## src/rtl/probe_pkg.sv

```systemverilog
// Shared types for the probe synchronizer/trigger: FSM states, trigger modes, default bus width.
// Pure declarations: no latency, no flow control.
package probe_pkg;

    localparam int PROBE_W_DEFAULT = 21;

    typedef enum logic [1:0] {
        ST_IDLE    = 2'd0,
        ST_ARMED   = 2'd1,
        ST_FIRED   = 2'd2,
        ST_HOLDOFF = 2'd3
    } state_t;

    localparam logic [1:0] MODE_PATTERN = 2'd0;
    localparam logic [1:0] MODE_RISE    = 2'd1;
    localparam logic [1:0] MODE_FALL    = 2'd2;
    localparam logic [1:0] MODE_ANY     = 2'd3;

endpackage

```

## src/rtl/probe_sync_bit.sv

```systemverilog
// Single-bit synchronizer chain, STAGES flops deep, for one asynchronous probe line.
// Latency STAGES cycles; always accepts input, no backpressure.
module probe_sync_bit #(
    parameter int STAGES = 2
) (
    input  logic clk,
    input  logic rst,
    input  logic probe,
    output logic synced
);

    logic [STAGES-1:0] chain;

    always_ff @(posedge clk) begin
        if (rst) begin
            chain <= '0;
        end else begin
            chain <= {chain[STAGES-2:0], probe};
        end
    end

    assign synced = chain[STAGES-1];

endmodule

```

## src/rtl/probe_sync_trig.sv

```systemverilog
// Probe front end for the logic analyzer: synchronize, register, trigger FSM, decimation strobe.
// data_o lags probe_i by SYNC_STAGES+1 cycles with trig_o aligned to it; no backpressure.
module probe_sync_trig
    import probe_pkg::*;
#(
    parameter int PROBE_W     = PROBE_W_DEFAULT,
    parameter int SYNC_STAGES = 2,
    parameter int HOLD_W      = 16,
    parameter int DECIM_W     = 8
) (
    input  logic               clk_i,
    input  logic               rst_i,
    input  logic [PROBE_W-1:0] probe_i,
    input  logic               arm_i,
    input  logic               disarm_i,
    input  logic [1:0]         cfg_mode_i,
    input  logic [4:0]         cfg_sel_i,
    input  logic [PROBE_W-1:0] cfg_mask_i,
    input  logic [PROBE_W-1:0] cfg_value_i,
    input  logic [HOLD_W-1:0]  cfg_holdoff_i,
    input  logic               cfg_rearm_i,
    input  logic [DECIM_W-1:0] cfg_decim_i,
    output logic [PROBE_W-1:0] data_o,
    output logic               trig_o,
    output logic               sample_en_o,
    output logic [1:0]         state_o
);

    localparam logic [DECIM_W-1:0] DECIM_ONE = {{(DECIM_W-1){1'b0}}, 1'b1};
    localparam logic [HOLD_W-1:0]  HOLD_ONE  = {{(HOLD_W-1){1'b0}}, 1'b1};

    logic [PROBE_W-1:0] sync;
    state_t             state;
    logic [HOLD_W-1:0]  hold_cnt;
    logic [DECIM_W-1:0] decim_cnt;
    logic [DECIM_W-1:0] decim_nxt;
    logic               cur_bit;
    logic               prev_bit;
    logic               pat_now;
    logic               pat_prev;
    logic               cond;
    logic               fire;

    for (genvar i = 0; i < PROBE_W; i++) begin : g_sync
        probe_sync_bit #(
            .STAGES (SYNC_STAGES)
        ) u_sync (
            .clk    (clk_i),
            .rst    (rst_i),
            .probe  (probe_i[i]),
            .synced (sync[i])
        );
    end

    // data_o holds the previous synchronized sample, so it doubles as the edge reference
    always_ff @(posedge clk_i) begin
        if (rst_i) begin
            data_o <= '0;
        end else begin
            data_o <= sync;
        end
    end

    // Out-of-range selects leave both bits at 0, so no edge can ever be seen
    always_comb begin
        cur_bit  = 1'b0;
        prev_bit = 1'b0;
        for (int i = 0; i < PROBE_W; i++) begin
            if (int'(cfg_sel_i) == i) begin
                cur_bit  = sync[i];
                prev_bit = data_o[i];
            end
        end
    end

    assign pat_now  = ((sync & cfg_mask_i) == (cfg_value_i & cfg_mask_i));
    assign pat_prev = ((data_o & cfg_mask_i) == (cfg_value_i & cfg_mask_i));

    always_comb begin
        cond = 1'b0;
        case (cfg_mode_i)
            MODE_PATTERN: cond = pat_now && !pat_prev;
            MODE_RISE:    cond = cur_bit && !prev_bit;
            MODE_FALL:    cond = !cur_bit && prev_bit;
            MODE_ANY:     cond = cur_bit != prev_bit;
            default:      cond = 1'b0;
        endcase
    end

    assign fire = (state == ST_ARMED) && cond && !disarm_i;

    always_ff @(posedge clk_i) begin
        if (rst_i) begin
            state    <= ST_IDLE;
            hold_cnt <= '0;
            trig_o   <= 1'b0;
        end else begin
            trig_o <= fire;
            if (disarm_i) begin
                state <= ST_IDLE;
            end else begin
                case (state)
                    ST_IDLE: begin
                        if (arm_i) state <= ST_ARMED;
                    end
                    ST_ARMED: begin
                        if (cond) state <= ST_FIRED;
                    end
                    ST_FIRED: begin
                        state    <= ST_HOLDOFF;
                        hold_cnt <= cfg_holdoff_i;
                    end
                    ST_HOLDOFF: begin
                        if (hold_cnt == '0) begin
                            state <= cfg_rearm_i ? ST_ARMED : ST_IDLE;
                        end else begin
                            hold_cnt <= hold_cnt - HOLD_ONE;
                        end
                    end
                    default: state <= ST_IDLE;
                endcase
            end
        end
    end

    assign state_o = state;

    // >= rather than == so a shrunken period still wraps instead of running to overflow
    always_comb begin
        if (fire || (decim_cnt >= cfg_decim_i)) begin
            decim_nxt = '0;
        end else begin
            decim_nxt = decim_cnt + DECIM_ONE;
        end
    end

    always_ff @(posedge clk_i) begin
        if (rst_i) begin
            decim_cnt   <= '0;
            sample_en_o <= 1'b0;
        end else begin
            decim_cnt   <= decim_nxt;
            sample_en_o <= (decim_nxt == '0);
        end
    end

endmodule

```

## config.mk

```make
export PLATFORM = sky130hd
export DESIGN_NAME = probe_sync_trig
export DESIGN_NICKNAME = d
export VERILOG_FILES = /design/src/rtl/probe_pkg.sv /design/src/rtl/probe_sync_bit.sv /design/src/rtl/probe_sync_trig.sv
export SDC_FILE = /design/constraint.sdc
export NUM_CORES = 1
export LEC_CHECK = 0
export BUFFER_PORTS_ARGS = -buffer_cell sky130_fd_sc_hd__buf_2
export CAP_MARGIN = 20
export CORE_UTILIZATION = 50
export CTS_BUF_LIST = sky130_fd_sc_hd__clkbuf_4
export DETAILED_ROUTE_END_ITERATION = 8
export PLACE_DENSITY = 0.79
export SYNTH_ARGS = -nofsm -noshare
export SYNTH_HDL_FRONTEND = slang
export SYNTH_SLANG_ARGS = --single-unit
```

## constraint.sdc

```tcl
create_clock -name clk_i -period 2.3 [get_ports clk_i]
set_input_delay 0.115 -clock clk_i [delete_from_list [all_inputs] [get_ports clk_i]]
set_output_delay 0.115 -clock clk_i [all_outputs]
set_load 0.005 [all_outputs]
```

==> results of run 1 <==
[layout by cell type, fill, tap and decap left out, types with 3 or more instances in the layout]
cell           netlist  routed
nand2_1             34      34
o21ai_1             13      14
a211oi_1             5       5
nand3b_1             5       5
clkbuf_4             0      10
o2bb2ai_1            4       4
dlygate4sd3_1        0      24
nor2_1              41      41
o31ai_1              4       4
nor4_1               3       3
nor3_1               9       9
a22oi_1             25      25
o21ai_0             20      18
mux2i_1             11      11
inv_2                3       3
dfxtp_2              0       7
o211ai_1             3       3
a221oi_1             3       3
inv_1               20      20
xor2_1              46      46
ha_1                16      16
nand3_1             14      14
nand2b_1             3       3
nand4_1              8       8
a21oi_1             17      15
dfxtp_1             91      84
nor2b_1             67      67
buf_4                0      51
a21o_1               3       3
buf_2                7     123
[cell type report]
class	instances	area [um2]
Fill cell	773	2960
Multi-Input combinational cell	401	2770
Sequential cell	91	1830
Timing Repair Buffer	200	1270
Tap cell	111	139
Inverter	23	86.3
Clock buffer	10	75.1
Clock inverter	6	71.3
[routing by layer]
| metal | wire length (um) | global-route usage |
|---|---|---|
| met1 | 5470 | 0.326 |
| met2 | 6530 | 0.484 |
| met3 | 863 | 0.0492 |
| met4 | 260 | 0.0928 |
| met5 | 0 | 0 |
[stage by stage]
stage | setup TNS (ps) | util | cells | cell area [um2] | power, mW
global route | -4570 | 0.679 | 842 | 6240 | 3.31
finish | -3000 | 0.679 | 842 | 6240 | 3.17
CTS | -3180 | 0.677 | 842 | 6220 | 3.18
detailed placement | -4570 | 0.631 | 802 | 5810 | 2.23
global placement | -3100 | 0.631 | 802 | 5810 | 2.22
floorplan | -145 | - | 539 | 4750 | 1.99
[what timing repair did]
action,in CTS,in global routing
pin swaps,2,3
endpoints found under the setup margin,12,14
endpoints found under the hold margin,25,0
hold buffers,24,0
resized for setup,5,5
[worst paths after layout]
| kind | from | end | slack [ps] | depth (start not counted) |
|---|---|---|---|---|
| worst max register to register | data_o[3]$_SDFF_PP0_ | sample_en_o$_SDFF_PP0_ | -290 | 13 |
| worst min-delay path | cfg_holdoff_i[0] | hold_cnt[0]$_SDFFE_PP0P_ | 10 | 3 |
| worst min register to register | g_sync[18].u_sync.chain[0]$_SDFF_PP0_ | g_sync[18].u_sync.chain[1]$_SDFF_PP0_ | 450 | 1 |
| worst max-delay path | data_o[3]$_SDFF_PP0_ | sample_en_o$_SDFF_PP0_ | -290 | 13 |
[worst reg2reg max path, delay by kind of cell (launching register included)]
kind	cells	cell delay, ps
and+or+nand+nor	2	80
DFF	1	350
muxes	3	790
adders and majority gates	1	300
AOI/OAI and AO/OA	7	980
[logic make-up after synthesis]
family | count (synthesis)
xor gates and xnor gates | 48
and+or+nand+nor | 201
DFF | 91
muxes | 14
AOI/OAI and AO/OA | 122
adders and majority gates | 16
buffers and inverters | 47
[power by group through the flow]
stage,sequential [mW],clock (mW),combinational (mW)
floorplan,1.70,0,0.285
global placement,1.71,0,0.507
detailed placement,1.71,0,0.522
CTS,1.68,0.940,0.562
global route,1.68,1.00,0.621
finish,1.68,0.919,0.571
[state kept, by name, summed over array words and instances, names as in the netlist]
signal	flops
state_o	2
data_o	21
g_sync.u_sync.chain	42
trig_o	1
sample_en_o	1
hold_cnt	16
decim_cnt	8
==> results.yml, run 1 <==
power:
  peakVddDrop_mv: 0.272
  clkPwrFrac: 0.290
  p_comb_frac: 0.180
  power_density_nw_per_um2: 507
  pwr-share-seq: 0.529
  power_switching_mw: 0.884
  p_leak_nw: 2.86
  p_int_mw: 2.28
  switching_share: 0.279
setup_path:
  slowest_delay_ps: 470
  cp.arrival_ps: 2910
  crit_chain: "mux4_2, mux2i_1, mux2_4, a31oi_4, o22ai_2, a31oi_2, ha_1, nand2_1, o211ai_1, o21ai_2, a21oi_4, o211a_1, nor2_1"
  path_buf_inv: 0
  cp-start-kind: "register"
  cp_slowest_cell: "mux4_2"
  worstSetupEndpointType: "register"
  critPathMaxFanout: 6
  crit_required_ps: 2620
  cpLargestDelayFamily: "compound AO/OA/AOI/OAI gates"
  criticalPathCategory: "register to register"
drt:
  ant_nets: 0
  dr_total_vias: 4657
  via_per_inst: 5.53
  drc: 0
  first_iter_violations: 290
  dr.pass1.iters: 5
  wl_per_cell_um: 15.6
  wl_um: 13100
place:
  gp_congestion: 0.920
  post-dp-hpwl_um: 9920
  port_buffers: 123
  pre_cts_ws_ps: -438
clocking:
  clock_path_buffers: 2
  htree_levels: 3
  cts.clk_slew.worst_paths_ps: 150
  cts_made_buffers: 9
  cts_tree: "done"
  cts_setup_buffers: 0
  cts.sinks: 91
  clk_latency_ps: 440
  cts_root_buffer: "clkbuf_4"
yosys:
  synthesis.area_um2: 4720
  synth_top_cells_by_count: "dfxtp_1, nor2b_1, xor2_1"
  yosys.area.top_type: "dfxtp_1"
  synthAdderAreaFrac: 0.0424
  synthSimpleGateAreaFrac: 0.234
  synth-seq-area-share: 0.386
  synth_flop_cell: "dfxtp_1"
  synth_compound_area_frac: 0.177
  ys_async_sr_fraction: 0
  synth-xor-area-share: 0.0891
  synth_fp_nets: 654
  synth_top_family_by_area: "simple AND/OR/NAND/NOR gates"
  synth.most_common_cell: "dfxtp_1"
  yosys.area.top_type_share: 0.386
  ys_ff_latch: 91
  synth-edff-count: 0
  synthMuxAreaShare: 0.0329
  yosysWarnings: 0
  syn_avg_cell_area_um2: 8.76
  synth_area_leaders: "dfxtp_1, nor2b_1, xor2_1"
  synthCells: 539
  ys_types: 62
timing:
  min_period_over_period: 1.13
  fin_crit_ps: 2590
  grt_setup_unrepaired: "true"
  max_clock_freq_ghz: 0.386
  setup_viol: 12
  worst_pin_slew_ps: 770
  skew_ps: 13.0
  hold_ws_ps: 12.7
  hold_viol_final: 0
  relSlewSlack: 0.487
  report.final.slew_viol_count: 0
  fin_ws_ps: -293
grt:
  grt_pass1_vias: 4447
  overflow: 0
  grt_pass1_wl_um: 20800
  grt_max_degree: 48
  grt_usage: 0.270
  antenna_found_initial: 0
floorplan:
  rows: 35
  dieArea_um2: 9830
  start_util: 0.513
  die_w_um: 99.2
  die_y_um: 99.2
  io_pins: 124
  fp.coreArea_um2: 9200
final_layout:
  final_nets: 841
  layout-drive-gt1-share: 0.304
  n_antenna_cell: 0
  area_growth_pct: 32.2
flow_run:
  max_cap_violations: 0
outcome:
  violations: "negative setup slack"
  status: "complete, but fails checks"
worst_hold_path:
  hp-class: "input pin to register"
Power figures use the tool's default switching activity.
==> inputs of run 2 (changes only) <==
Settings changed: CORE_UTILIZATION 50 to 48, CTS_BUF_LIST sky130_fd_sc_hd__clkbuf_4 to unset, PLACE_DENSITY 0.79 to 0.77.
==> results.yml, run 2 (synthesized netlist as in run 1, its figures left out) <==
timing:
  setup_viol: 12
  min_period_over_period: 1.13
  hold_viol_final: 0
  worst_pin_slew_ps: 475
  max_clock_freq_ghz: 0.385
  fin_ws_ps: -296
  hold_ws_ps: 114
  skew_ps: 13.4
  relSlewSlack: 0.675
  report.final.slew_viol_count: 0
  grt_setup_unrepaired: "true"
  tns_ps: -3050
  fin_crit_ps: 2600
final_layout:
  largest_reg_flops: 42
  final_nets: 839
  layout.cells.non_filler: 858
  final_common_cell: "buf_2"
  area_growth_pct: 33.0
  fillerInstances: 806
  n_antenna_cell: 0
  reg_top3: "g_sync.u_sync.chain (42), data_o (21), hold_cnt (16)"
  final_area_um2: 6280
  top_register: "g_sync.u_sync.chain"
  layout-drive-gt1-share: 0.307
  mostFrequentLayoutCells: "buf_2, dfxtp_1, nor2b_1, buf_4, xor2_1"
floorplan:
  die_y_um: 101
  dieArea_um2: 10200
  io_pins: 124
  rows: 35
  start_util: 0.504
  fp.coreArea_um2: 9370
  die_w_um: 101
clocking:
  cts.clk_slew.worst_paths_ps: 90
  clk_latency_ps: 360
  cts_tree: "done"
  clock_path_buffers: 2
  cts_made_buffers: 9
  cts_root_buffer: "clkbuf_8"
  htree_levels: 3
  cts.sinks: 91
  cts_setup_buffers: 0
flow_run:
  max_cap_violations: 0
grt:
  overflow: 0
  grt_pass1_wl_um: 21500
  antenna_found_initial: 0
  grt_pass1_vias: 4522
  grt_usage: 0.267
  grt_max_degree: 67
drt:
  ant_nets: 0
  wl_um: 13200
  dr_total_vias: 4596
  first_iter_violations: 173
  via_per_inst: 5.36
  dr.pass1.iters: 7
  wl_per_cell_um: 15.3
  drc: 0
setup_path:
  crit_required_ps: 2540
  cp-start-kind: "register"
  criticalPathCategory: "register to register"
  critPathMaxFanout: 6
  cp.arrival_ps: 2840
  worstSetupEndpointType: "register"
outcome:
  violations: "negative setup slack"
  status: "complete, but fails checks"
power:
  p_leak_nw: 2.86
  peakVddDrop_mv: 0.316
  power_density_nw_per_um2: 516
place:
  gp_congestion: 0.907
  placed_cell_area_um2: 5840
  post-dp-hpwl_um: 10100
  pre_cts_ws_ps: -395
  port_buffers: 123
  dp.cells: 821
worst_hold_path:
  hp-class: "input pin to register"
run 2: changes by cell type in the layout (fill, tap and decap cells not counted), sizes merged:
cell	before	now
dlygate4sd3	24	21
clkbuf	10	12
inv	26	24
buf	176	177
bufinv	1	0
clkinvlp	0	1
run 2: power by group:
part           internal [mW]  switching, mW
registers               1.63         0.0435
clock network          0.432          0.569
logic                  0.288          0.276
total                   2.35          0.889
run 2: critical path: stages (launching register included):
cell      delay [ps]
dfxtp_2          330
mux4_2           460
mux2i_1          150
mux2_4           180
a31oi_4           80
o22ai_2          120
a31oi_2          130
ha_1             300
nand2_1           50
o211ai_1         100
o21ai_2          100
a21oi_4          260
a21o_1           160
a21oi_1           60
run 2: metrics by stage:
step | utilization | power, mW
4_1_cts | 0.669 | 3.25
3_3_place_gp | 0.623 | 2.22
6_report | 0.670 | 3.24
3_5_place_dp | 0.623 | 2.23
2_1_floorplan | - | 1.99
5_1_grt | 0.670 | 3.39
run 2: area by class of cell:
cell class	count	area (um2)	share of cell area
clock buffer	12	145	0.0231
clock inverter	4	33.8	0.00538
inverter	23	86.3	0.0138
multi-input combinational	401	2780	0.442
sequential	91	1830	0.292
tap	129	161	0.0257
timing repair buffer	198	1240	0.198
run 2: worst paths after layout:
path                            cells after the start                             startpoint  slack, ps                                    end
worst min register to register                      1  g_sync[17].u_sync.chain[0]$_SDFF_PP0_        440  g_sync[17].u_sync.chain[1]$_SDFF_PP0_
worst min-delay path                                3                       cfg_holdoff_i[0]        110               hold_cnt[0]$_SDFFE_PP0P_
worst max-delay path                               13                   data_o[3]$_SDFF_PP0_       -300                state_o[0]$_SDFFE_PP0P_
worst max register to register                     13                   data_o[3]$_SDFF_PP0_       -300                state_o[0]$_SDFFE_PP0P_
run 2: routing by layer:
| layer | wire length (um) | track usage | vias up | part of all wire |
|---|---|---|---|---|
| li1 | - | - | 2264 | - |
| met1 | 5530 | 0.320 | 2156 | 0.42 |
| met2 | 6600 | 0.480 | 156 | 0.50 |
| met3 | 820 | 0.0559 | 20 | 0.062 |
| met4 | 212 | 0.0803 | 0 | 0.016 |
| met5 | 0 | 0 | - | 0 |
run 2: repair_timing:
| item | 4_1_cts | 5_1_grt |
|---|---|---|
| gates resized for setup | 7 | 4 |
| pin swaps | 6 | 7 |
| hold endpoints to repair | 21 | 0 |
| endpoints found under the setup margin | 12 | 12 |
| hold buffers | 21 | 0 |
